===== config.mk =====
export PLATFORM = sky130hd
export DESIGN_NAME = bc_result_deser
export DESIGN_NICKNAME = d
export VERILOG_FILES = /design/src/rtl/bc_mac_pkg.sv /design/src/rtl/bc_fifo2.sv /design/src/rtl/bc_result_deser.sv
export SDC_FILE = /design/constraint.sdc
export NUM_CORES = 1
export LEC_CHECK = 0
export ABC_AREA = 1
export CORE_MARGIN = 3
export CORE_UTILIZATION = 50
export CTS_CLUSTER_DIAMETER = 200
export CTS_CLUSTER_SIZE = 28
export DETAILED_ROUTE_END_ITERATION = 10
export PLACE_DENSITY = 0.71
export SYNTH_ARGS = -nofsm -noshare
export SYNTH_HDL_FRONTEND = slang
export SYNTH_SLANG_ARGS = --single-unit

===== constraint.sdc =====
create_clock -name clk -period 2.4 [get_ports clk]
set_clock_uncertainty 0.1 [all_clocks]
set_input_delay 0.24 -clock clk [delete_from_list [all_inputs] [get_ports clk]]
set_output_delay 0.24 -clock clk [all_outputs]
set_load 0.02 [all_outputs]

===== src/rtl/bc_mac_pkg.sv =====
// Shared types and constants for the bitblock result deserialiser.
package bc_mac_pkg;

  typedef enum logic {
    ST_IDLE,
    ST_COLLECT
  } bc_st_e;

  localparam int FIFO_DEPTH = 2;

endpackage


===== src/rtl/bc_fifo2.sv =====
// Two-entry output FIFO; a push is taken when full if a pop frees a slot on the same edge.
module bc_fifo2
  import bc_mac_pkg::*;
#(
  parameter int WIDTH = 8
) (
  input  logic             clk,
  input  logic             rstn,
  input  logic             push,
  input  logic [WIDTH-1:0] din,
  input  logic             pop,
  output logic [WIDTH-1:0] dout,
  output logic             full,
  output logic             empty
);

  logic [WIDTH-1:0] mem_q [FIFO_DEPTH];
  logic             wp_q;
  logic             rp_q;
  logic [1:0]       cnt_q;
  logic             do_push;
  logic             do_pop;

  assign empty   = (cnt_q == 2'd0);
  assign full    = (cnt_q == 2'd2);
  assign do_pop  = pop & ~empty;
  assign do_push = push & (~full | do_pop);
  assign dout    = mem_q[rp_q];

  always_ff @(posedge clk) begin
    if (!rstn) begin
      for (int i = 0; i < FIFO_DEPTH; i++) mem_q[i] <= '0;
      wp_q  <= 1'b0;
      rp_q  <= 1'b0;
      cnt_q <= 2'd0;
    end else begin
      if (do_push) begin
        mem_q[wp_q] <= din;
        wp_q        <= ~wp_q;
      end
      if (do_pop) rp_q <= ~rp_q;
      cnt_q <= cnt_q + {1'b0, do_push} - {1'b0, do_pop};
    end
  end

endmodule


===== src/rtl/bc_result_deser.sv =====
// Serial LSB-first result word assembler with 2-entry output FIFO.
// Define BC_DESER_DROPCNT_EN to add the saturating drop_cnt output.
module bc_result_deser
  import bc_mac_pkg::*;
#(
  parameter int WIDTH = 8,
  parameter int CW    = $clog2(WIDTH)
) (
  input  logic             clk,
  input  logic             rstn,
  input  logic             bit_in,
  input  logic             bit_vld,
  input  logic             sof,
  output logic [WIDTH-1:0] out_data,
  output logic             out_valid,
  input  logic             out_ready,
  output logic             ovf,
  output logic             frame_err
`ifdef BC_DESER_DROPCNT_EN
  ,
  output logic [7:0]       drop_cnt
`endif
);

  bc_st_e           state_q, state_d;
  logic [CW-1:0]    cnt_q, cnt_d;
  logic [WIDTH-1:0] shift_q, shift_d;
  logic             ovf_q, ovf_d;
  logic             ferr_q, ferr_d;
  logic             push;
  logic             full;
  logic             empty;
  logic             drop;

  always_comb begin
    state_d = state_q;
    cnt_d   = cnt_q;
    shift_d = shift_q;
    ferr_d  = ferr_q;
    push    = 1'b0;
    unique case (state_q)
      ST_IDLE: begin
        if (bit_vld && sof) begin
          shift_d    = '0;
          shift_d[0] = bit_in;
          cnt_d      = CW'(1);
          state_d    = ST_COLLECT;
        end
      end
      ST_COLLECT: begin
        if (bit_vld && sof) begin
          // Mid-word sof: abandon partial word, restart at bit 0
          ferr_d     = 1'b1;
          shift_d    = '0;
          shift_d[0] = bit_in;
          cnt_d      = CW'(1);
        end else if (bit_vld) begin
          shift_d[cnt_q] = bit_in;
          if (cnt_q == CW'(WIDTH - 1)) begin
            push    = 1'b1;
            cnt_d   = '0;
            state_d = ST_IDLE;
          end else begin
            cnt_d = cnt_q + CW'(1);
          end
        end
      end
      default: state_d = ST_IDLE;
    endcase
  end

  // A full FIFO only drops when the consumer is not also popping
  assign drop  = push & full & ~out_ready;
  assign ovf_d = ovf_q | drop;

  always_ff @(posedge clk) begin
    if (!rstn) begin
      state_q <= ST_IDLE;
      cnt_q   <= '0;
      shift_q <= '0;
      ovf_q   <= 1'b0;
      ferr_q  <= 1'b0;
    end else begin
      state_q <= state_d;
      cnt_q   <= cnt_d;
      shift_q <= shift_d;
      ovf_q   <= ovf_d;
      ferr_q  <= ferr_d;
    end
  end

  bc_fifo2 #(
    .WIDTH(WIDTH)
  ) u_fifo (
    .clk  (clk),
    .rstn (rstn),
    .push (push),
    .din  (shift_d),
    .pop  (out_ready),
    .dout (out_data),
    .full (full),
    .empty(empty)
  );

  assign out_valid = ~empty;
  assign ovf       = ovf_q;
  assign frame_err = ferr_q;

`ifdef BC_DESER_DROPCNT_EN
  logic [7:0] drop_q;

  always_ff @(posedge clk) begin
    if (!rstn) begin
      drop_q <= 8'd0;
    end else if (drop && drop_q != 8'hFF) begin
      drop_q <= drop_q + 8'd1;
    end
  end

  assign drop_cnt = drop_q;
`endif

endmodule


==> Yosys cells after proc, flatten, opt, wreduce, memory -nomap -nowiden <==
Memories as Yosys holds them, arrays and structs flattened. A register that Yosys moved wholly into a read port is not among the register bits.
Cells that the tools add are included.
{ "word_totals": {"reg_bits": 18, "ram_bits": 16, "inputBits": 6, "out_inout_bits": 11, "word_cells": 66, "mem_count": 1} }
{ "mem_list": {"columns": ["memory", "depth", "width", "rd", "rd_clocked_by_memory_dff", "write_ports", "line", "rtl"], "rows": [
  ["u_fifo.mem_q", 2, 8, 1, 1, 2, "bc_fifo2.sv:17", "logic [WIDTH-1:0] mem_q [FIFO_DEPTH];"]
]} }
{ "classes": {"addsub": 3, "magnitude_cmp": 2, "eq_ne": 4, "muxes": 30, "bitwise": 12, "reduce_logical": 6} }
{ "ops": {"columns": ["operator", "count"], "rows": [
  ["2-to-1 mux 8 bit", 4],
  ["2-to-1 mux 1 bit", 17],
  ["case mux 8 bit (2 select lines)", 1],
  ["2-to-1 mux 3 bit", 4],
  ["bitwise mux 8 bit", 1],
  ["OR reduction 8 bit", 1],
  ["NOT 1 bit", 6],
  ["case mux 3 bit (2 select lines)", 1],
  ["bitwise AND 1 bit", 4],
  ["less-than comparator 3 x 4 -> 1 bit (second input constant)", 1],
  ["AND reduction 2 bit", 2],
  ["adder 3 x 1 -> 3 bit (second input constant)", 1],
  ["demux 1 bit (select 3 bit)", 1],
  ["== test 3 bit (second input constant)", 1],
  [">= comparator 3 x 1 -> 1 bit (second input constant)", 1],
  ["inequality test 3 x 2 -> 1 bit (second input constant)", 1],
  ["adder 2 x 1 -> 2 bit", 1],
  ["== test 2 bit (second input constant)", 1],
  ["logical AND 1 bit", 2],
  ["logical NOT 2 bit", 1],
  ["inequality test 2 bit (second input constant)", 1],
  ["OR 1 bit", 2],
  ["case mux 1 bit (2 select lines)", 1],
  ["subtractor 2 x 1 -> 2 bit", 1]
]} }

==> Logic depth before layout (Yosys ltp) <==
{ "logic_depth": {"ltp_word": 11, "depth_mapped": 9} }

==> Modules after synthesis <==
Synthesis repeated with hierarchy kept, for this count alone.
{ "hier_totals": {"cells_unflattened": 211, "hier_area_um2": 1779.2} }
{ "modules_own_cells": {"columns": ["mod", "n_inst", "cells_per_inst", "area_each_um2", "seq_area_each_um2"], "rows": [
  ["bc_fifo2", 1, 90, 944.7, 580.6],
  ["bc_result_deser", 1, 121, 834.6, 280.3]
]} }

==> Least setup slack after synthesis <==
No wires, ideal clock.
{ "synth_timing": {"path_kind": "reg2reg", "start": "register cnt_q[1]", "end": "memory u_fifo.mem_q[1][0] (enable)", "arrival_ns": 1.386, "required_ns": 1.967, "slack_ns": 0.581, "stages_incl_launch_ff": 9, "n_path_buf": 0, "period_less_slack_ns": 1.819, "cell_sequence": "dfxtp_1 ha_1 ha_1 nand2_2 nor2_4 nand2_2 nor2_4 nand2_2 nand2_1"} }
{ "synth_lines": {"columns": ["element", "line", "rtl"], "rows": [
  ["start: declaration", "bc_result_deser.sv:26", "logic [CW-1:0] cnt_q, cnt_d;"],
  ["start signal: assignment", "bc_result_deser.sv:85", "cnt_q <= cnt_d;"],
  ["end: declaration", "bc_fifo2.sv:17", null]
]} }

==> impl_metrics.yaml <==
sta:
  rsz0062_at_grt: "false"
  setup_viol: 0
  setup_tns_ps: 0
  worst_slew_pin_slew_ps: 485
  final.min_clock_period_ps: 2140
  fmax_ghz: 0.468
  report.final.slew_viol_count: 0
  whs_ps: 377
  period_share_pct: 89.1
  slew_headroom_pct: 67.6
  setup_ws_ps: 262
  hold_viol: 0
clock_tree:
  clkTransAtPathRegs_ps: 110
  cts_tree: "done"
  cts_setup_buffers: 0
  cts_buffers: 5
  cts_root_buf: "clkbuf_4"
  post_cts_resized: 0
  insertion_delay_ps: 340
  clockBufferDepth: 2
  postCtsHoldBufs: 0
  htreeDepth: 2
  clock_sinks: 35
synth:
  synth_nets: 209
  synth_cells: 200
  ys_types: 24
  ys_seq_area_share_pct: 51.2
  synth_warnings: 0
  mappedNetlistArea_mm2: 0.00168
  ys_ff_latch: 35
  syn_area_per_cell_um2: 8.41
critical_path:
  crit_arrival_ps: 1800
  critPathLaunchType: "flop"
  reg2reg_from: "cnt_q[1]"
  worstPathMaxFanout: 8
  worstPathRequired_ps: 2060
  worst_setup_path_end_kind: "output port"
  r2r_slack_ps: 360
  worst-setup-path-type: "flop to output port"
  r2r_end: "u_fifo.mem_q[1][2]"
  r2r_cells: 8
layout:
  design_area_mm2: 0.00198
  fin_nets: 231
  nFillCells: 274
  area_growth_pct: 17.6
  drive_gt1_share_pct: 12.6
  diodes: 0
routing:
  wl_per_cell_um: 12.3
  wl_um: 3280
  ant_nets: 0
  route.detailed.drc: 0
  vias: 1339
  dr.first_iter.drc_count: 69
  viasPerCell: 5.01
  firstDrtPassIters: 4
place:
  pre_cts_ws_ps: 249
  globalplace.congestion: 0.957
  hpwl_um: 2500
  placed_area_mm2: 0.00190
  io_buffers: 16
power_and_ir_drop:
  ir_worst_vdd_v: 0.000470
  cellLeakagePower_nw: 0.857
  p_int_mw: 0.950
  combPwrFrac_pct: 14.9
  switching_power_mw: 0.335
  cellPowerDensity_mw_per_mm2: 649
  clock_power_share_pct: 33.1
  p_sw_share_pct: 26.1
  seqPwrFrac_pct: 52.0
  power.total_mw: 1.28
die:
  io_pins: 17
  core_area_mm2: 0.00313
  die_h_um: 64.0
  die-area_mm2: 0.00410
  die_w_um: 64.0
  rows: 20
  initial_core_util_pct: 53.8
global_route:
  gr-total-overflow: 0
  met3_usage_pct: 3.87
  grt_pass1_vias: 1331
  grt_max_degree: 13
  grt_util_met2_pct: 28.3
  grt_antenna_before_repair: 0
  grt-busiest-layer: "met2"
  grt_pass1_wl_um: 5710
  grt_usage_pct: 18.3
  met1_usage_pct: 23.6
min_path:
  hold_start: "u_fifo.rp_q"
  hold_end: "u_fifo.rp_q"
  min_delay_path_depth: 1
  hp-class: "flop to flop"
status:
  status: "finished clean"
job:
  maxCapViolations: 0
## final cells by class
| class | instances | area [um2] | share of cell area, % |
|---|---|---|---|
| clock buffer | 5 | 37.5 | 1.90 |
| clock inverter | 3 | 43.8 | 2.21 |
| inverter | 31 | 116 | 5.88 |
| multi-input combinational | 132 | 698 | 35.3 |
| sequential | 35 | 861 | 43.5 |
| tap | 44 | 55.1 | 2.78 |
| timing repair buffer | 17 | 168 | 8.47 |
## flip-flops by register name (all words and copies together), names as in the netlist, named ones only
register and count:
frame_err 1, u_fifo.rp_q 1, shift_q 8, u_fifo.mem_q 16, state_q 1, u_fifo.cnt_q 2, u_fifo.wp_q 1, ovf 1
cnt_q 3
## stage by stage
stage,utilization (%),instances
finish,63.3,267
global route,63.3,267
CTS,63.3,267
detailed placement,60.7,259
global placement,60.7,259
floorplan,-,200
## Yosys cell counts (all sizes together)
cell | count | area (um2)
ha | 3 | 37.5
nor3 | 3 | 20.0
mux2 | 8 | 90.1
clkinv | 2 | 7.51
nand2 | 51 | 201
xor2 | 1 | 8.76
o211ai | 1 | 7.51
and2 | 3 | 18.8
o21a | 1 | 7.51
nor2 | 24 | 108
dfxtp | 19 | 380
o21ai | 4 | 20.0
edfxtp | 16 | 480
inv | 29 | 109
clkbuf | 2 | 7.51
nand3 | 18 | 100
a21oi | 15 | 78.8
## cells in the final DEF, fill, tap and decap left out, types with 4 or more instances in the layout
| cell | count |
|---|---|
| nand2_2 | 4 |
| clkdlybuf4s50_1 | 16 |
| nor2_1 | 21 |
| inv_1 | 29 |
| clkbuf_4 | 5 |
| dfxtp_1 | 19 |
| mux2_2 | 8 |
| nand2_1 | 47 |
| nand3_1 | 16 |
| a21oi_1 | 14 |
| edfxtp_1 | 16 |
## cells by family after synthesis
logic type | count (synthesis) | synth area share [%]
muxes | 8 | 5.35
DFF | 35 | 51.2
xor gates and xnor gates | 1 | 0.521
and+or+nand+nor | 99 | 26.6
adders and majority gates | 3 | 2.23
AOI/OAI and AO/OA | 21 | 6.77
buffers and inverters | 33 | 7.36
## worst max-delay path, stage by stage (launching register included)
cell	delay (ps)
dfxtp_1	530
mux2_2	380
clkdlybuf4s50_1	540
## power by group through the flow
stage,registers (mW),logic [mW],clock network (mW)
floorplan,0.671,0.126,0
global placement,0.681,0.186,0
detailed placement,0.682,0.191,0
CTS,0.668,0.192,0.434
global route,0.672,0.211,0.463
finish,0.668,0.191,0.425
## how the worst max path moves through the flow
| stage | from | endpoint | depth (start not counted) |
|---|---|---|---|
| floorplan | cnt_q[1] | u_fifo.mem_q[1][0] | 8 |
| global placement | bit_vld | u_fifo.mem_q[1][2] | 7 |
| detailed placement | bit_vld | u_fifo.mem_q[1][5] | 7 |
| CTS | flop | out_data[4] | 2 |
| global route | flop | out_data[4] | 2 |
| finish | flop | out_data[4] | 2 |
## routing by layer
layer | up-vias | part of all wire, %
li1 | 689 | -
met1 | 601 | 48
met2 | 37 | 45
met3 | 12 | 4.3
met4 | 0 | 3.5
met5 | - | 0
Power figures use the tool's default switching activity.
